==> config.mk <==
export PLATFORM = sky130hd
export DESIGN_NAME = axi_write_router
export DESIGN_NICKNAME = d
export VERILOG_FILES = /design/src/rtl/axi_pkg.sv /design/src/rtl/axi_addr_decode.sv /design/src/rtl/axi_write_router.sv
export SDC_FILE = /design/constraint.sdc
export NUM_CORES = 1
export LEC_CHECK = 0
export BUFFER_PORTS_ARGS = -buffer_cell sky130_fd_sc_hd__clkbuf_2
export CAP_MARGIN = 10
export CELL_PAD_IN_SITES_DETAIL_PLACEMENT = 0
export CELL_PAD_IN_SITES_GLOBAL_PLACEMENT = 1
export CORE_ASPECT_RATIO = 0.7
export CORE_MARGIN = 3
export CORE_UTILIZATION = 27
export CTS_BUF_LIST = sky130_fd_sc_hd__clkbuf_8
export DETAILED_ROUTE_END_ITERATION = 7
export PLACE_DENSITY = 0.8
export SLEW_MARGIN = 20
export SYNTH_ARGS = -nofsm -noshare
export SYNTH_HDL_FRONTEND = slang
export SYNTH_SLANG_ARGS = --single-unit
==> constraint.sdc <==
create_clock -name ACLK -period 1.95 [get_ports ACLK]
set_input_delay 0.2925 -clock ACLK [delete_from_list [all_inputs] [get_ports ACLK]]
set_output_delay 0.2925 -clock ACLK [all_outputs]
set_load 0.1 [all_outputs]
==> src/rtl/axi_pkg.sv <==
`default_nettype none
// ============================================================================
//  Module   : axi_pkg
//  Purpose  : Shared AXI write-path types and constants: default ID/address
//             widths, BRESP codes, routing-target and write-FSM enums, and a
//             target-to-one-hot helper.
//  Ports    : none (package)
//  Revision : 1.0 - initial release
// ============================================================================
package axi_pkg;

    localparam int IDW = 8;
    localparam int ADW = 32;

    localparam logic [1:0] RESP_OKAY   = 2'b00;
    localparam logic [1:0] RESP_DECERR = 2'b11;

    typedef enum logic [1:0] {
        TGT_S0  = 2'd0,
        TGT_S1  = 2'd1,
        TGT_DEF = 2'd2
    } tgt_e;

    typedef enum logic [1:0] {
        IDLE = 2'd0,
        DATA = 2'd1,
        RESP = 2'd2
    } wr_state_e;

    // Bit position matches the slave-side one-hot buses: [0]=S0, [1]=S1, [2]=default.
    function automatic logic [2:0] tgt_onehot(input tgt_e t);
        case (t)
            TGT_S0:  return 3'b001;
            TGT_S1:  return 3'b010;
            default: return 3'b100;
        endcase
    endfunction

endpackage
`default_nettype wire

==> src/rtl/axi_addr_decode.sv <==
`default_nettype none
// ============================================================================
//  Module   : axi_addr_decode
//  Purpose  : Combinational address decoder. S0 has priority over S1; any
//             address that hits neither window maps to the default slave.
//             Kept standalone so the read router can reuse it.
//  Ports    : i_addr  in  ADW   address to decode
//             o_tgt   out tgt_e selected target
//  Revision : 1.0 - initial release
// ============================================================================
module axi_addr_decode #(
    parameter int             ADW     = 32,
    parameter logic [ADW-1:0] S0_BASE = 32'h0000_0000,
    parameter logic [ADW-1:0] S0_MASK = 32'hFFFF_0000,
    parameter logic [ADW-1:0] S1_BASE = 32'h0001_0000,
    parameter logic [ADW-1:0] S1_MASK = 32'hFFFF_0000
) (
    input  logic [ADW-1:0] i_addr,
    output axi_pkg::tgt_e  o_tgt
);
    import axi_pkg::*;

    always_comb begin
        o_tgt = TGT_DEF;
        if ((i_addr & S0_MASK) == S0_BASE) begin
            o_tgt = TGT_S0;
        end else if ((i_addr & S1_MASK) == S1_BASE) begin
            o_tgt = TGT_S1;
        end
    end

endmodule
`default_nettype wire

==> src/rtl/axi_write_router.sv <==
`default_nettype none
// ============================================================================
//  Module   : axi_write_router
//  Purpose  : Routes a single outstanding AXI write (AW, W, B) from the
//             arbiter to slave 0, slave 1 or the default slave. The target is
//             locked from the AW handshake until the B handshake.
//  Ports    : ACLK/ARESETn              clock, async active-low reset
//             AW*_M / W*_M / B*_M       master-side write channels
//             AW*_S / W*_S              fields broadcast to all slaves
//             *VALID_S/*READY_S         one-hot per target [0]=S0 [1]=S1 [2]=DEF
//             BID_S/BRESP_S/BVALID_S    per-target responses (no BRESP on DEF)
//             err_wlast                 pulse on WLAST vs beat-count mismatch
//  Revision : 1.0 - initial release
// ============================================================================
module axi_write_router #(
    parameter int             IDW     = axi_pkg::IDW,
    parameter int             ADW     = axi_pkg::ADW,
    parameter logic [ADW-1:0] S0_BASE = 32'h0000_0000,
    parameter logic [ADW-1:0] S0_MASK = 32'hFFFF_0000,
    parameter logic [ADW-1:0] S1_BASE = 32'h0001_0000,
    parameter logic [ADW-1:0] S1_MASK = 32'hFFFF_0000
) (
    input  logic             ACLK,
    input  logic             ARESETn,
    // master side
    input  logic [IDW-1:0]   AWID_M,
    input  logic [ADW-1:0]   AWADDR_M,
    input  logic [3:0]       AWLEN_M,
    input  logic             AWVALID_M,
    output logic             AWREADY_M,
    input  logic [31:0]      WDATA_M,
    input  logic [3:0]       WSTRB_M,
    input  logic             WLAST_M,
    input  logic             WVALID_M,
    output logic             WREADY_M,
    output logic [IDW-1:0]   BID_M,
    output logic [1:0]       BRESP_M,
    output logic             BVALID_M,
    input  logic             BREADY_M,
    // slave side
    output logic [IDW-1:0]   AWID_S,
    output logic [ADW-1:0]   AWADDR_S,
    output logic [3:0]       AWLEN_S,
    output logic [31:0]      WDATA_S,
    output logic [3:0]       WSTRB_S,
    output logic             WLAST_S,
    output logic [2:0]       AWVALID_S,
    input  logic [2:0]       AWREADY_S,
    output logic [2:0]       WVALID_S,
    input  logic [2:0]       WREADY_S,
    input  logic [3*IDW-1:0] BID_S,
    input  logic [3:0]       BRESP_S,
    input  logic [2:0]       BVALID_S,
    output logic [2:0]       BREADY_S,
    output logic             err_wlast
);
    import axi_pkg::*;

    wr_state_e      state_q, state_d;
    tgt_e           sel_q, sel_d;
    logic [IDW-1:0] id_q, id_d;
    logic [ADW-1:0] addr_q, addr_d;
    logic [3:0]     len_q, len_d;
    logic [3:0]     beat_q, beat_d;

    tgt_e           w_dec_tgt;
    logic [2:0]     w_dec_oh;
    logic [2:0]     w_sel_oh;
    logic           w_last_beat;

    axi_addr_decode #(
        .ADW     (ADW),
        .S0_BASE (S0_BASE),
        .S0_MASK (S0_MASK),
        .S1_BASE (S1_BASE),
        .S1_MASK (S1_MASK)
    ) u_dec (
        .i_addr (AWADDR_M),
        .o_tgt  (w_dec_tgt)
    );

    assign w_dec_oh    = tgt_onehot(w_dec_tgt);
    assign w_sel_oh    = tgt_onehot(sel_q);
    assign w_last_beat = (beat_q == len_q);

    // Latched AW fields go to every slave; only the one-hot valid selects.
    assign AWID_S   = id_q;
    assign AWADDR_S = addr_q;
    assign AWLEN_S  = len_q;
    assign WDATA_S  = WDATA_M;
    assign WSTRB_S  = WSTRB_M;

    always_ff @(posedge ACLK or negedge ARESETn) begin
        if (!ARESETn) begin
            state_q <= IDLE;
            sel_q   <= TGT_S0;
            id_q    <= '0;
            addr_q  <= '0;
            len_q   <= '0;
            beat_q  <= '0;
        end else begin
            state_q <= state_d;
            sel_q   <= sel_d;
            id_q    <= id_d;
            addr_q  <= addr_d;
            len_q   <= len_d;
            beat_q  <= beat_d;
        end
    end

    always_comb begin
        state_d   = state_q;
        sel_d     = sel_q;
        id_d      = id_q;
        addr_d    = addr_q;
        len_d     = len_q;
        beat_d    = beat_q;
        AWVALID_S = 3'b000;
        AWREADY_M = 1'b0;
        WVALID_S  = 3'b000;
        WREADY_M  = 1'b0;
        WLAST_S   = 1'b0;
        BVALID_M  = 1'b0;
        BREADY_S  = 3'b000;
        BID_M     = '0;
        BRESP_M   = RESP_OKAY;
        err_wlast = 1'b0;

        case (state_q)
            IDLE: begin
                // Zero-latency pass-through of the decoded AW handshake.
                AWVALID_S = w_dec_oh & {3{AWVALID_M}};
                AWREADY_M = |(w_dec_oh & AWREADY_S);
                if (AWVALID_M && AWREADY_M) begin
                    sel_d   = w_dec_tgt;
                    id_d    = AWID_M;
                    addr_d  = AWADDR_M;
                    len_d   = AWLEN_M;
                    beat_d  = '0;
                    state_d = DATA;
                end
            end

            DATA: begin
                WLAST_S = w_last_beat;
                // The default slave leaves its data state after any beat, so
                // only the final beat reaches it; earlier beats are sunk here.
                if (sel_q == TGT_DEF && !w_last_beat) begin
                    WREADY_M = 1'b1;
                end else begin
                    WVALID_S = w_sel_oh & {3{WVALID_M}};
                    WREADY_M = |(w_sel_oh & WREADY_S);
                end
                if (WVALID_M && WREADY_M) begin
                    // Routing trusts the counter; a disagreeing WLAST only flags.
                    err_wlast = (WLAST_M != w_last_beat);
                    if (w_last_beat) begin
                        state_d = RESP;
                    end else begin
                        beat_d = beat_q + 4'd1;
                    end
                end
            end

            RESP: begin
                BVALID_M = |(w_sel_oh & BVALID_S);
                BREADY_S = w_sel_oh & {3{BREADY_M}};
                case (sel_q)
                    TGT_S0: begin
                        BID_M   = BID_S[IDW-1:0];
                        BRESP_M = BRESP_S[1:0];
                    end
                    TGT_S1: begin
                        BID_M   = BID_S[2*IDW-1:IDW];
                        BRESP_M = BRESP_S[3:2];
                    end
                    default: begin
                        BID_M   = BID_S[3*IDW-1:2*IDW];
                        BRESP_M = RESP_DECERR;
                    end
                endcase
                if (BVALID_M && BREADY_M) begin
                    state_d = IDLE;
                end
            end

            default: state_d = IDLE;
        endcase
    end

endmodule
`default_nettype wire

Yosys cells after proc, flatten, opt, wreduce, memory -nomap -nowiden
Index checks and enable logic that the tools add are counted.

Equal/unequal tests: 13. Multiplexer cells: 29. Reduce and logical (&&, ||, !) cells: 16. Bitwise logic cells: 6. $add $sub $neg: 1.

Operator list (count): zero test 32 bit (1); bitwise AND 3 bit (6); == test 16 x 1 -> 1 bit (second input constant) (1); one-hot mux 8 bit (2 select lines) (1); two-way mux 2 bit (7); two-way mux 3 bit (4); two-way mux 4 bit (3); one-hot mux 3 bit (2 select lines) (2); != test 2 bit (second input constant) (5); OR reduction 3 bit (3); two-way mux 1 bit (8); two-way mux 8 bit (1); one-hot mux 4 bit (2 select lines) (1); AND reduction 4 bit (2); == test 2 x 1 -> 1 bit (second input constant) (3); zero test 2 bit (3); one-hot mux 2 bit (3 select lines) (1); adder 4 x 1 -> 4 bit (second input constant) (1); == test 2 bit (second input constant) (2); == test 4 bit (1); logical AND 1 bit (4); one-hot mux 2 bit (2 select lines) (1); AND reduction 2 bit (1); nonzero test 2 bit (1); 2 further kinds (2).

Bits in registers: 52. Input bits: 123. Logic and storage cells: 71. Output and inout port bits: 104.

Logic depth before layout (Yosys ltp)
Word-level depth: 10. Gate-level depth with buffers: 7. Mapped depth without buffers: 4.

By module
From an unflattened synthesis, not the netlist that was laid out.

Cells, all modules: 264. Area, all modules: 3057.9 sq um.

By module, submodules not included: axi_write_router (cells each 258, sequential area each 1301.2 sq um, area an instance 3011.6 sq um, times used 1); axi_addr_decode (cells each 6, sequential area each 0.0 sq um, area an instance 46.3 sq um, times used 1).

Least setup slack after synthesis
Ideal clock, no wire load.

Path type: reg2out. Start: register len_q[0], in the netlist AWLEN_S[0]. End: output WVALID_S[2]. Required time: 1657 ps. Buffers on the path: 1. Cell stages (with the launch flop): 6. Arrival time: 3871 ps. Setup slack: -2213 ps. Cells stage by stage: dfrtp_1 xnor2_1 nand4_1 clkbuf_1 nor2b_1 nor3b_1.

Longest elaborated chain between the ends: 5.

RTL lines: start, declared (RTL line axi_write_router.sv:63) `logic [3:0] len_q, len_d;`; start signal, assigned (RTL line axi_write_router.sv:106) `len_q <= len_d;`; == test 4 bit (RTL line axi_write_router.sv:84) `assign w_last_beat = (beat_q == len_q);`; zero test 1 bit (RTL line axi_write_router.sv:148) `if (sel_q == TGT_DEF && !w_last_beat) begin`; logical AND 1 bit (RTL line axi_write_router.sv:148); two-way mux 3 bit (RTL line axi_write_router.sv:148); two-way mux 3 bit (RTL line axi_write_router.sv:129) `case (state_q)`; end, declared (RTL line axi_write_router.sv:49) `output logic [2:0] WVALID_S,`.

Every way passes these cells.

Worst setup path after layout
Start: register len_q[3], in the netlist AWLEN_S[3]. End: output err_wlast.

Longest elaborated chain between the ends: 8. Elaborated cells on any way between the ends: 9. Those cells by class: 2 x eq/ne; 4 x mux; 3 x reduce/logical.

RTL lines: == test 4 bit (*) (RTL line axi_write_router.sv:84); zero test 1 bit (RTL line axi_write_router.sv:148); logical AND 1 bit (RTL line axi_write_router.sv:148); two-way mux 1 bit (RTL line axi_write_router.sv:148); two-way mux 1 bit (RTL line axi_write_router.sv:129); logical AND 1 bit (RTL line axi_write_router.sv:154) `if (WVALID_M && WREADY_M) begin`; two-way mux 1 bit (*) (RTL line axi_write_router.sv:154); two-way mux 1 bit (*) (RTL line axi_write_router.sv:129); end, declared (RTL line axi_write_router.sv:55) `output logic err_wlast`.

Every way passes the cells marked *; elsewhere a longest branch is shown, timed or not. The select of a mux whose other input is x is not followed.

==> impl_metrics.tcl <==
set metrics [dict create \
    status "finished, violations left" \
    failed_checks "negative setup slack" \
    min_to "AWADDR_S[7]" \
    final_hold_viol_count 0 \
    finalWirelength_um 8640 \
    drc 0 \
    synth_nets 396 \
    cts_made_buffers 5 \
    root_buffer "clkbuf_8" \
    setup.worst_path.start_class "flip-flop" \
    synth_seq_area_share 0.429 \
    crit_fanout 2 \
    gp_congestion 0.739 \
    worst_slack_ps -232 \
    finClkSkew_ps 3.81 \
    slew-limit-headroom 0.629 \
    crit_required_ps 1660 \
    crit_arrival_ps 1890 \
    cts_max_path_buffers 2 \
    yosysWarnings 0 \
    cpPeakStageDelay_ps 510 \
    finalCriticalPeriod_ps 2180 \
    ant_nets 0 \
    rsz0062_at_grt "yes" \
    cp_slowest_cell "dfrtp_4" \
    vias 2526 \
    insertion_delay_ps 300 \
    design.core.area_sq_um 10700 \
    antenna_found_initial 0 \
    die_w_um 133 \
    synth.distinct_cells 37 \
    first_pass_iters 4 \
    rrSetupSlack_ps 200 \
    htreeDepth 2 \
    die_h_um 94.7 \
    synthCells 272 \
    max_clock_freq_mhz 458 \
    synth_area_sq_um 3040 \
    r2r_cells 6 \
    wl_per_cell_um 15.2 \
    grt_max_degree 35 \
    boundaryPins 227 \
    grt-ovfl-total 0 \
    initial_core_util 0.285 \
    hold_slack_ps 217 \
    clock_sinks 52 \
    grt_usage 0.131 \
    fin_util 0.453 \
    drt_iter0_drc 76 \
    grt_pass1_wl_um 13200 \
    path_cells "xnor2_2 > nand4_1 > or3_4 > a21oi_4 > buf_12" \
    hold_depth 2 \
    r2r_start "state_q[0]" \
    yosys.area.top_type_share 0.429 \
    place_hpwl_um 6910 \
    viasPerCell 4.45 \
    syn2layout_area_growth_pct 59.2 \
    synth.largest_area_cell "dfrtp_1" \
    cts.clk_slew.worst_paths_ps 90 \
    cap_violations 0 \
    final.setup.tns_ps -687 \
    ys_top_cells_by_area "dfrtp_1 43%, mux2_4 14%, buf_4 8.9%, mux2_2 7.0%, mux2i_1 4.0%" \
    setup-violations-final 5 \
    cp-startpoint "AWLEN_S[3]" \
    cts_tree "yes" \
    finalCritPeriodShare 1.12 \
    rows 31 \
    fp.dieArea_sq_um 12600 \
    diodes 0 \
    drive_gt1_frac 0.707 \
    drv_slew 0 \
    io_buffer_count 154 \
    worst_slew_pin_slew_ps 560 \
    cp-end-kind "primary output" \
    hold_path.class "in2reg" \
    fin_nets 543 \
    grt_pass1_vias 2625 \
    hp-start "AWADDR_M[7]" \
    critical_path_class "reg2out" \
    r2r_end "AWADDR_S[0]" \
    synth.avg_cell_area_sq_um 11.2 \
    ys_seq_elements 52 \
]
sequential cells by signal, summed over array words and instances, names as in the netlist:
register / cells
state_q: 2
AWADDR_S: 32
AWLEN_S: 4
sel_q: 2
beat_q: 4
AWID_S: 8
placed cells by master, fill, tap and decap left out, types with 2 or more instances in the layout:
master    count
clkbuf_2    130
buf_12       28
mux2_2       19
nand4_1       5
nor4_4        2
a21oi_2       7
buf_6         7
nor3_4        3
and2_1        2
and3_2        3
nand2b_1      3
nor2b_1       3
nor3_1        2
nor2b_4       2
nor2_1        9
a21o_1        3
nand2_1      11
mux2_4       28
o221ai_1      4
buf_4        22
dfrtp_4       4
a21oi_4       2
nor2_4       13
inv_1         8
mux2i_1      11
clkbuf_8      5
xnor2_2       3
dfrtp_2       2
a21oi_1       3
dfrtp_1      46
stage by stage:
step	setup WS (ps)	cell area [sq um]	cells
after CTS	-235	4620	558
after floorplan	-412	3280	272
final	-232	4830	568
after detailed placement	-119	4450	548
after global placement	-51.1	4450	548
after global routing	-330	4830	568
worst max-delay path by stage:
stage	endpoint	slack (ps)	depth (start not counted)
floorplan	WVALID_S[2]	-410	5
global placement	AWREADY_M	-50	8
global route	err_wlast	-330	5
CTS	err_wlast	-230	5
detailed placement	AWREADY_M	-120	7
finish	err_wlast	-230	5
metal layers:
metal	wire, um	track usage	vias to the layer above	share of wire
met5	0	0	-	0
met4	40	0.0225	0	0.0046
met3	470	0.0463	6	0.054
met2	4260	0.221	84	0.49
met1	3870	0.167	1239	0.45
li1	-	-	1197	-
worst max-delay path, delay by kind of cell (launching register included):
family	cells	cell delay, ps
compound gates	1	150
xor+xnor	1	140
buf+inv	1	190
flops	1	510
simple gates	2	600
area by class of cell:
| type | instances | area (sq um) |
|---|---|---|
| Tap cell | 148 | 185 |
| Clock inverter | 3 | 38.8 |
| Sequential cell | 52 | 1320 |
| Clock buffer | 5 | 68.8 |
| Multi-Input combinational cell | 163 | 1690 |
| Fill cell | 1009 | 5830 |
| Inverter | 7 | 26.3 |
| Timing Repair Buffer | 190 | 1510 |
kinds of logic after synthesis:
kind of cell               Yosys count  synth area share
xor gates and xnor gates             4            0.0115
adders and majority gates            1           0.00412
AOI/OAI and AO/OA                   28            0.0614
DFF                                 52             0.429
muxes                               59             0.249
buffers and inverters               57             0.126
and+or+nand+nor                     71             0.120
repair_timing:
item,in CTS,in global routing
buffers inserted,1,9
cloned,0,1
resized for setup,12,26
hold endpoints to repair,18,0
endpoints found under the setup margin,20,22
pin swaps,0,4
hold buffers,1,0
synth_stat cells, drive strengths merged:
master and number:
a211oi 2, a21o 3, a21oi 12, a41o 1, a41oi 1, and2 3, and3 4, buf 43
clkbuf 7, dfrtp 52, ha 1, inv 7, mux2 47, mux2i 12, nand2 13, nand2b 3
nand3 1, nand3b 1, nand4 6, nor2 22, nor2b 6, nor3 6, nor3b 2, nor4 3
o21ai 2, o221ai 4, o22a 1, o2bb2ai 1, o31ai 1, or3 1, xnor2 4
Power is not shown: default switching activity piles up to over one toggle a cycle in this logic, so the estimate is an artifact.
